### src/rtl/queue.sv
// Synchronous FIFO with first-word-fall-through registered output, occupancy count,
// synchronous flush and sticky overflow/underflow flags.
module queue #(
  parameter int WIDTH = 1,
  parameter int DEPTH = 8,
  localparam int CW = $clog2(DEPTH + 1)
) (
  input  logic             CLK,
  input  logic             RST_N,
  input  logic             CLEAR,
  input  logic             PUSH,
  input  logic             POP,
  input  logic [WIDTH-1:0] DATA_IN,
  output logic [WIDTH-1:0] DATA_OUT,
  output logic             FULL,
  output logic             EMPTY,
  output logic [CW-1:0]    COUNT,
  output logic             OVERFLOW,
  output logic             UNDERFLOW
);

  localparam int PW = (DEPTH > 1) ? $clog2(DEPTH) : 1;

  logic [WIDTH-1:0] mem_q [DEPTH];

  logic [PW-1:0]    wr_ptr_q, wr_ptr_d;
  logic [PW-1:0]    rd_ptr_q, rd_ptr_d;
  logic [CW-1:0]    count_q, count_d;
  logic [WIDTH-1:0] data_out_q, data_out_d;
  logic             overflow_q, overflow_d;
  logic             underflow_q, underflow_d;

  logic             full, empty;
  logic             push_acc, pop_acc;
  logic [PW-1:0]    wr_ptr_inc, rd_ptr_inc;

  always_comb begin
    full       = (count_q == CW'(DEPTH));
    empty      = (count_q == '0);
    push_acc   = PUSH && (!full || POP) && !CLEAR;
    pop_acc    = POP && !empty && !CLEAR;
    wr_ptr_inc = (wr_ptr_q == PW'(DEPTH - 1)) ? '0 : wr_ptr_q + PW'(1);
    rd_ptr_inc = (rd_ptr_q == PW'(DEPTH - 1)) ? '0 : rd_ptr_q + PW'(1);
  end

  always_comb begin
    wr_ptr_d    = wr_ptr_q;
    rd_ptr_d    = rd_ptr_q;
    count_d     = count_q;
    data_out_d  = data_out_q;
    overflow_d  = overflow_q;
    underflow_d = underflow_q;

    if (CLEAR) begin
      wr_ptr_d    = '0;
      rd_ptr_d    = '0;
      count_d     = '0;
      data_out_d  = '0;
      overflow_d  = 1'b0;
      underflow_d = 1'b0;
    end else begin
      if (push_acc) wr_ptr_d = wr_ptr_inc;
      if (pop_acc)  rd_ptr_d = rd_ptr_inc;

      case ({push_acc, pop_acc})
        2'b10:   count_d = count_q + CW'(1);
        2'b01:   count_d = count_q - CW'(1);
        default: count_d = count_q;
      endcase

      // The head after the edge is the incoming word only when it lands in an
      // otherwise-empty queue; otherwise it is the next stored entry, or unchanged.
      if (push_acc && (empty || (pop_acc && count_q == CW'(1)))) begin
        data_out_d = DATA_IN;
      end else if (pop_acc && count_q > CW'(1)) begin
        data_out_d = mem_q[rd_ptr_inc];
      end

      if (PUSH && full && !POP) overflow_d  = 1'b1;
      if (POP && empty)         underflow_d = 1'b1;
    end
  end

  always_ff @(posedge CLK) begin
    if (push_acc) mem_q[wr_ptr_q] <= DATA_IN;
  end

  always_ff @(posedge CLK or negedge RST_N) begin
    if (!RST_N) begin
      wr_ptr_q    <= '0;
      rd_ptr_q    <= '0;
      count_q     <= '0;
      data_out_q  <= '0;
      overflow_q  <= 1'b0;
      underflow_q <= 1'b0;
    end else begin
      wr_ptr_q    <= wr_ptr_d;
      rd_ptr_q    <= rd_ptr_d;
      count_q     <= count_d;
      data_out_q  <= data_out_d;
      overflow_q  <= overflow_d;
      underflow_q <= underflow_d;
    end
  end

  assign DATA_OUT  = data_out_q;
  assign FULL      = full;
  assign EMPTY     = empty;
  assign COUNT     = count_q;
  assign OVERFLOW  = overflow_q;
  assign UNDERFLOW = underflow_q;

endmodule

### config.mk
export PLATFORM = sky130hd
export DESIGN_NAME = queue
export DESIGN_NICKNAME = d
export VERILOG_FILES = /design/src/rtl/queue.sv
export SDC_FILE = /design/constraint.sdc
export NUM_CORES = 1
export LEC_CHECK = 0
export ABC_AREA = 1
export BUFFER_PORTS_ARGS = -buffer_cell sky130_fd_sc_hd__buf_2
export CORE_ASPECT_RATIO = 1.5
export CORE_MARGIN = 3
export CORE_UTILIZATION = 57
export DETAILED_ROUTE_END_ITERATION = 6
export PLACE_DENSITY = 0.77
export SLEW_MARGIN = 30
export SYNTH_ARGS = -nofsm -noshare
export SYNTH_HDL_FRONTEND = slang
export SYNTH_SLANG_ARGS = --single-unit
### constraint.sdc
create_clock -name CLK -period 2.35 [get_ports CLK]
set_clock_uncertainty 0.05 [all_clocks]
set_input_delay 0.3525 -clock CLK [delete_from_list [all_inputs] [get_ports CLK]]
set_output_delay 0.3525 -clock CLK [all_outputs]
set_load 0.005 [all_outputs]
== Word level (Yosys, flattened, before mapping) ==
Memories as Yosys holds them, arrays and structs flattened.
Cells that the tools add are included.

* Memories: 1
* Input port bits: 6
* Register bits: 13
* Output and inout bits: 9
* Logic and storage cells: 58
* Bits in writable memories: 8

{| class="wikitable"
|+ Memories
! memory !! words !! width !! rd ports !! clocked after Yosys merged registers in !! write ports !! line !! source
|-
| mem_q || 8 || 1 || 1 || 0 || 1 || 24 || <nowiki>logic [WIDTH-1:0] mem_q [DEPTH];</nowiki>
|}

* Add/sub/neg operators: 4
* Mux-type cells: 17
* Equality and inequality tests: 6
* $lt $le $gt $ge: 1
* Reduce and logical (&&, ||, !) cells: 23

{| class="wikitable"
|+ Operator list
! cell !! number
|-
| $mux 3 || 6
|-
| $logic_and 1x1->1 || 10
|-
| $mux 1 || 9
|-
| $pmux 4 s2 || 1
|-
| $reduce_bool 2->1 || 4
|-
| $add 3x1->3 const B || 2
|-
| $eq 3x3->1 const B || 2
|-
| $reduce_bool 3->1 || 2
|-
| $add 4x1->4 const B || 1
|-
| $eq 4x1->1 const B || 1
|-
| $eq 4x4->1 const B || 1
|-
| $gt 4x1->1 const B || 1
|-
| $logic_not 1->1 || 4
|-
| $logic_not 4->1 || 1
|-
| $mux 4 || 1
|-
| $sub 4x1->4 const B || 1
|-
| $eq 2x1->1 const B || 1
|-
| $eq 2x2->1 const B || 1
|-
| $logic_or 1x1->1 || 2
|}

== Longest topological paths before layout ==
Gate-level depths: netlist of the first run.

* Depth after elaboration: 9
* Depth in mapped cells: 12
* Mapped depth without buffers: 12

== Least setup slack after synthesis of the first run ==
Ideal clock, no wire load.

* Kind: register -> register
* Start point: register count_q[0], in the netlist COUNT[0]
* End point: memory mem_q[0], enable pin
* Library setup time: 0.299 ns
* Slack: 0.665 ns
* Cell stages (with the launch flop): 10
* Data required time: 2.001 ns
* Clock period less this slack: 1.685 ns
* Data arrival time: 1.336 ns
* Path buffers: 0
* Cell sequence: dfrtp_1 > inv_1 > ha_1 > nand2_2 > nor2_4 > nand2_2 > nand3_1 > inv_2 > nand2_1 > nor2_1

* Word-level cells in the longest chain between the ends: 7

{| class="wikitable"
|+ Ends and longest elaborated chain
! what !! line !! source
|-
| start, declared || 28 || <nowiki>logic [CW-1:0] count_q, count_d;</nowiki>
|-
| start signal, assigned || 99 || <nowiki>count_q <= count_d;</nowiki>
|-
| $eq 4x4->1 || 38 || <nowiki>full = (count_q == CW'(DEPTH));</nowiki>
|-
| named net FULL || 15 || <nowiki>output logic FULL,</nowiki>
|-
| $logic_not 1->1 || 40 || <nowiki>push_acc = PUSH && (!full || POP) && !CLEAR;</nowiki>
|-
| $logic_or 1x1->1 || 40 ||
|-
| $logic_and 1x1->1 (2 in series) || 40 ||
|-
| $mux 1 || 85 || <nowiki>if (push_acc) mem_q[wr_ptr_q] <= DATA_IN;</nowiki>
|-
| $mux 1 (not written as such) || 85 ||
|-
| end, declared || 24 ||
|}

The timed path passes the listed nets, and every way through them passes these cells.

== Worst setup path after layout of the first run ==
* Start point: register count_q[0], in the netlist COUNT[0]
* End point: output FULL

* Word-level cells in the longest chain between the ends: 1

{| class="wikitable"
|+ Ends and longest elaborated chain
! what !! line
|-
| $eq 4x4->1 || 38
|-
| end, declared || 15
|}

Every way passes these cells.

==> results.yml, run 1 <==
status:
  outcome: "completed"
hold_path:
  hp-class: "input pin to register"
synth:
  yosys.area.top_type: "dfrtp_1"
  synth.yosys.seq_area_share_pct: 44.0
  synth_compound_area_share_pct: 8.27
  synth_edf_count: 8
  synth_xor_area_share_pct: 2.04
  synth_top_area_share_pct: 25.3
  syn-cell-area_um2: 1290
  synth_top_family_by_area: "simple AND/OR/NAND/NOR gates"
  syn_area_per_cell_um2: 8.75
  synth_cell_types: 26
  synthFlopType: "dfrtp_1"
  synth-seq-cells: 21
  synthAdderAreaFrac_pct: 7.78
  syn_inst: 147
  ys_warn_count: 0
  synthMuxAreaShare_pct: 0
  async_flop_share_pct: 61.9
  yosys.area_share.simple_pct: 31.9
  synth_area_leaders: "dfrtp_1 25%, edfxtp_1 19%, nand2_1 11%"
  synth_nets: 161
cts:
  ctsResizeCount: 0
  clk_latency_ns: 0.32
  cts_setup_buffers: 0
  clk_pin_slew_ns: 0.12
  h-tree-depth: 1
  cts_tree: "yes"
  cts_inserted_buffers: 3
  clockBufferDepth: 2
  cts.sinks: 21
  root_buffer: "clkbuf_4"
floorplan:
  fp.dieArea_um2: 2870
  start_util_pct: 61.9
  rows: 20
  fp.dieW_um: 44.8
  io_pins: 15
  die_y_um: 64.2
  core_um2: 2080
sta:
  tns_ns: 0
  period_share_pct: 82.2
  setup_viol: 0
  max_freq_mhz: 517
  layout_min_cycle_time_ns: 1.93
  rsz0062_at_grt: "false"
  finalHoldViolCount: 0
  maxSlewHeadroom_pct: 73.3
  setup_slack_ns: 0.417
  tightest_slew_ns: 0.400
  slew_viol_final: 0
placement:
  numPortBuffers: 14
  globalplace.congestion: 0.876
  place_ws_ns: 0.518
  dp_hpwl_mm: 1.95
final_layout:
  antenna_cells: 0
  fill_cells: 168
  drive_gt1_share_pct: 22.4
  areaGrowthSynthToFinish_pct: 9.53
  layout.nets: 180
global_routing:
  antenna_found_initial: 0
  met3_usage_pct: 2.54
  grt_max_degree: 14
  grt_use_met2_pct: 37.2
  grt_pass1_vias: 1007
  grt_use_met1_pct: 18.9
  grt_use_total_pct: 19.6
  grt.overflow.total: 0
  grt-busiest-layer: "met2"
  grt_pass1_wl_mm: 4.08
route:
  first_pass_iters: 4
  wl_per_cell_um: 12.9
  drtIter0Drc: 20
  drcViolationCount: 0
  vias: 1001
  ant_nets: 0
  wirelength_mm: 2.41
  via_per_inst: 5.35
pwr:
  ir_drop_mv: 0.533
  p_per_area_nw_per_um2: 905
  leakagePower_nw: 0.698
setup_path:
  startpoint_type: "register"
  worstSetupPathType: "register to output pin"
  worstPathMaxFanout: 5
  cp.required_ns: 1.95
  worst_ep_arrival_time_ns: 1.53
  end_kind: "output pin"
job:
  cap_violations: 0
-- critical path: stages, from the launching register on --
cell     delay (ns)
dfrtp_1        0.45
inv_1          0.17
ha_1           0.26
nand2_2        0.09
nor2_4         0.11
buf_2          0.13
-- final cells by class --
class | count | area, um2 | area share, %
Multi-Input combinational cell | 108 | 643 | 45.6
Inverter | 17 | 66.3 | 4.71
Tap cell | 22 | 27.5 | 1.95
Timing Repair Buffer | 15 | 80.1 | 5.68
Sequential cell | 21 | 566 | 40.1
Clock buffer | 4 | 26.3 | 1.87
-- cells in the mapped netlist, types with 3 or more instances --
library cell,n
nor2_1,14
inv_1,14
nand3_1,12
ha_1,8
o21ai_0,6
dfrtp_1,13
nand2_4,7
nand2_1,36
nor2_4,3
edfxtp_1,8
o21ai_1,6
-- path summary, 6_finish.rpt --
kind,start,to,slack [ns],cells after the start
worst max register to register,COUNT[0],mem_q[7],0.49,9
max in group asynchronous,RST_N,wr_ptr_q[0],1.62,2
min in group asynchronous,RST_N,COUNT[0],0.39,2
worst min-delay path,DATA_IN,mem_q[1],0.26,1
worst max-delay path,COUNT[0],FULL,0.42,5
worst min register to register,UNDERFLOW,UNDERFLOW,0.45,1
-- metrics by stage --
step                      total power, mW  util [%]  area, um2  hold slack [ns]  instances
after floorplan                     0.968         -       1290          0.00691        147
after global placement               1.09      66.1       1370            0.212        182
after detailed placement             1.11      66.1       1370            0.218        182
after CTS                            1.29      67.8       1410            0.259        187
after global routing                 1.38      67.8       1410            0.269        187
final                                1.27      67.8       1410            0.258        187
-- layer usage --
layer	up-vias	share of wire [%]
met5	-	0
met4	0	2.4
met3	5	2.0
met2	13	55
met1	464	40
li1	519	-
-- cells in the final DEF, fill, tap and decap left out, types with 2 or more instances in the layout --
cell,n
inv_2,2
o21ai_0,6
clkbuf_4,3
xor2_1,2
nand3_1,12
buf_2,14
nand2_2,2
nor2_1,14
nand2_1,36
inv_1,14
nand3b_1,2
o21ai_2,2
dfrtp_1,13
nand2_4,7
o21ai_1,6
nor2_4,3
edfxtp_1,8
ha_1,8
-- what timing repair did --
action,4_1_cts,5_1_grt
endpoints found under the setup margin,0,0
hold endpoints to repair,13,0
hold buffers,1,0
-- power breakdown --
part           leakage, nW  internal [mW]  switching (mW)  total, mW
sequential           0.245          0.436          0.0781      0.514
combinational        0.438          0.230           0.351      0.581
clock               0.0150         0.0665           0.113      0.179
-- registers in the layout (all words and copies together), names as in the netlist --
name,count
COUNT,4
OVERFLOW,1
UNDERFLOW,1
DATA_OUT,1
wr_ptr_q,3
rd_ptr_q,3
mem_q,8
-- cell families after synthesis --
family	after synthesis
and+or+nand+nor	79
DFF	21
AOI/OAI and AO/OA	18
buffers and inverters	18
adders and majority gates	8
xor gates and xnor gates	3
Power figures use the tool's default switching activity.
==> inputs of run 2 (changes only) <==
- CORE_UTILIZATION: 57 -> 51
- PLACE_DENSITY: 0.77 -> 0.73
- clock period: 2.35 -> 1.5 ns (I/O delays scaled with it)
==> results.yml, run 2 (synthesized netlist as in run 1, its figures left out) <==
setup_path:
  reg2reg_slack_ns: -0.10
  end_kind: "output pin"
  worst_ep_arrival_time_ns: 1.34
  worstSetupPathType: "register to output pin"
  worstPathMaxFanout: 3
  cp.required_ns: 1.22
  startpoint_type: "register"
cts:
  cts_inserted_buffers: 3
  clk_latency_ns: 0.31
  clockBufferDepth: 2
  root_buffer: "clkbuf_4"
  cts_tree: "yes"
  clk_pin_slew_ns: 0.12
  h-tree-depth: 1
  cts.sinks: 21
route:
  via_per_inst: 5.49
  drcViolationCount: 0
  drtIter0Drc: 27
  vias: 1147
  ant_nets: 0
  wirelength_mm: 3.37
  first_pass_iters: 5
  wl_per_cell_um: 16.1
floorplan:
  core_um2: 2310
  fp.dieW_um: 47.0
  rows: 21
  start_util_pct: 55.6
  io_pins: 15
  fp.dieArea_um2: 3170
  die_y_um: 67.5
sta:
  period_share_pct: 108
  maxSlewHeadroom_pct: 79.5
  setup_slack_ns: -0.113
  slew_viol_final: 0
  max_freq_mhz: 620
  layout_min_cycle_time_ns: 1.61
  finalHoldViolCount: 0
  tightest_slew_ns: 0.307
  setup_viol: 15
  tns_ns: -0.938
  rsz0062_at_grt: "true"
pwr:
  total_power_mw: 2.67
  leakagePower_nw: 0.839
  seqPwrFrac_pct: 29.5
  swShare_pct: 43.3
  p_clk_share_pct: 10.4
  power_switching_mw: 1.16
  p_per_area_nw_per_um2: 1470
  pwr-share-comb_pct: 60.1
  ir_drop_mv: 0.959
  p_int_mw: 1.52
placement:
  dp.cells: 195
  dp_hpwl_mm: 2.14
  globalplace.congestion: 0.799
  placed_area_um2: 1490
  place_ws_ns: -0.161
  numPortBuffers: 14
final_layout:
  layout_commonest_cell: "nand2_1"
  instances_no_fill: 209
  design_area_um2: 1820
  largest_register: "mem_q"
  largest_register_ffs: 8
  drive_gt1_share_pct: 52.2
  antenna_cells: 0
  areaGrowthSynthToFinish_pct: 41.1
  layout.nets: 201
  final_cell_mix: "26 x nand2_1, 16 x buf_4, 13 x dfrtp_1, 12 x buf_2"
status:
  violations: "setup timing"
  outcome: "finished with violations"
global_routing:
  grt-busiest-layer: "met2"
  grt_use_met2_pct: 45.9
  grt.overflow.total: 0
  grt_pass1_wl_mm: 5.20
  met3_usage_pct: 2.13
  grt_use_total_pct: 23.3
  grt_use_met1_pct: 22.1
  grt_pass1_vias: 1233
  antenna_found_initial: 0
  grt_max_degree: 14
hold_path:
  hp-class: "input pin to register"
job:
  cap_violations: 0
==> run 2: cell types whose count changed in the layout (fill, tap and decap cells not counted), moves of 4 or more <==
cell / change
nand2_1: -10
nor2_4: +6
nor2_2: +4
nor2_1: -10
buf_6: +7
inv_1: -6
ha_1: -4
nand2_2: +5
nand3_1: -4
buf_4: +16
==> run 2: power groups by stage <==
stage / Clock, mW / Combinational [mW] / Sequential, mW
3_5_place_dp: 0 / 1.13 / 0.791
3_3_place_gp: 0 / 1.09 / 0.784
4_1_cts: 0.279 / 1.32 / 0.780
5_1_grt: 0.310 / 1.75 / 0.799
2_1_floorplan: 0 / 0.781 / 0.779
6_report: 0.278 / 1.61 / 0.789
==> run 2: critical path, cell delays in order (launching register included) <==
cell     delay, ns
dfrtp_1       0.41
inv_2         0.10
ha_4          0.16
nand2_4       0.05
nor2_4        0.11
buf_6         0.11
buf_6         0.08
==> run 2: worst paths after layout <==
kind	startpoint	end	cells past startpoint
setup reg to reg	rd_ptr_q[1]	DATA_OUT	12
setup / recovery	COUNT[1]	FULL	6
hold reg to reg	UNDERFLOW	UNDERFLOW	1
max in group asynchronous	RST_N	COUNT[1]	2
min in group asynchronous	RST_N	COUNT[0]	2
hold / removal	DATA_IN	mem_q[2]	1
==> run 2: stage by stage <==
stage                     util (%)  hold WS (ns)
after floorplan                  -        -0.121
after global placement        64.5        0.0722
after detailed placement      64.5        0.0830
after CTS                     72.1         0.139
after global routing          78.5         0.151
final                         78.5         0.141
==> run 2: timing repair <==
action,4_1_cts,5_1_grt
gates cloned,0,0
hold buffers,1,0
setup buffers,7,2
endpoints found under the hold margin,13,0
pin swaps,11,16
resized for setup,27,32
setup endpoints to repair,12,20
==> run 2: area by class of cell <==
type | instances | area [um2]
repair buffers | 36 | 269
inverters | 17 | 75.1
multi-input cells | 108 | 850
clock inverters | 1 | 5.00
fillers | 152 | 497
clock buffers | 3 | 22.5
well taps | 23 | 28.8
flip-flops and latches | 21 | 566
==> run 2: metal layers <==
layer  wire length (um)  up-vias
met5                  0        -
met4                 72        0
met2               2060       17
met3                 73        9
li1                   -      558
met1               1170      563
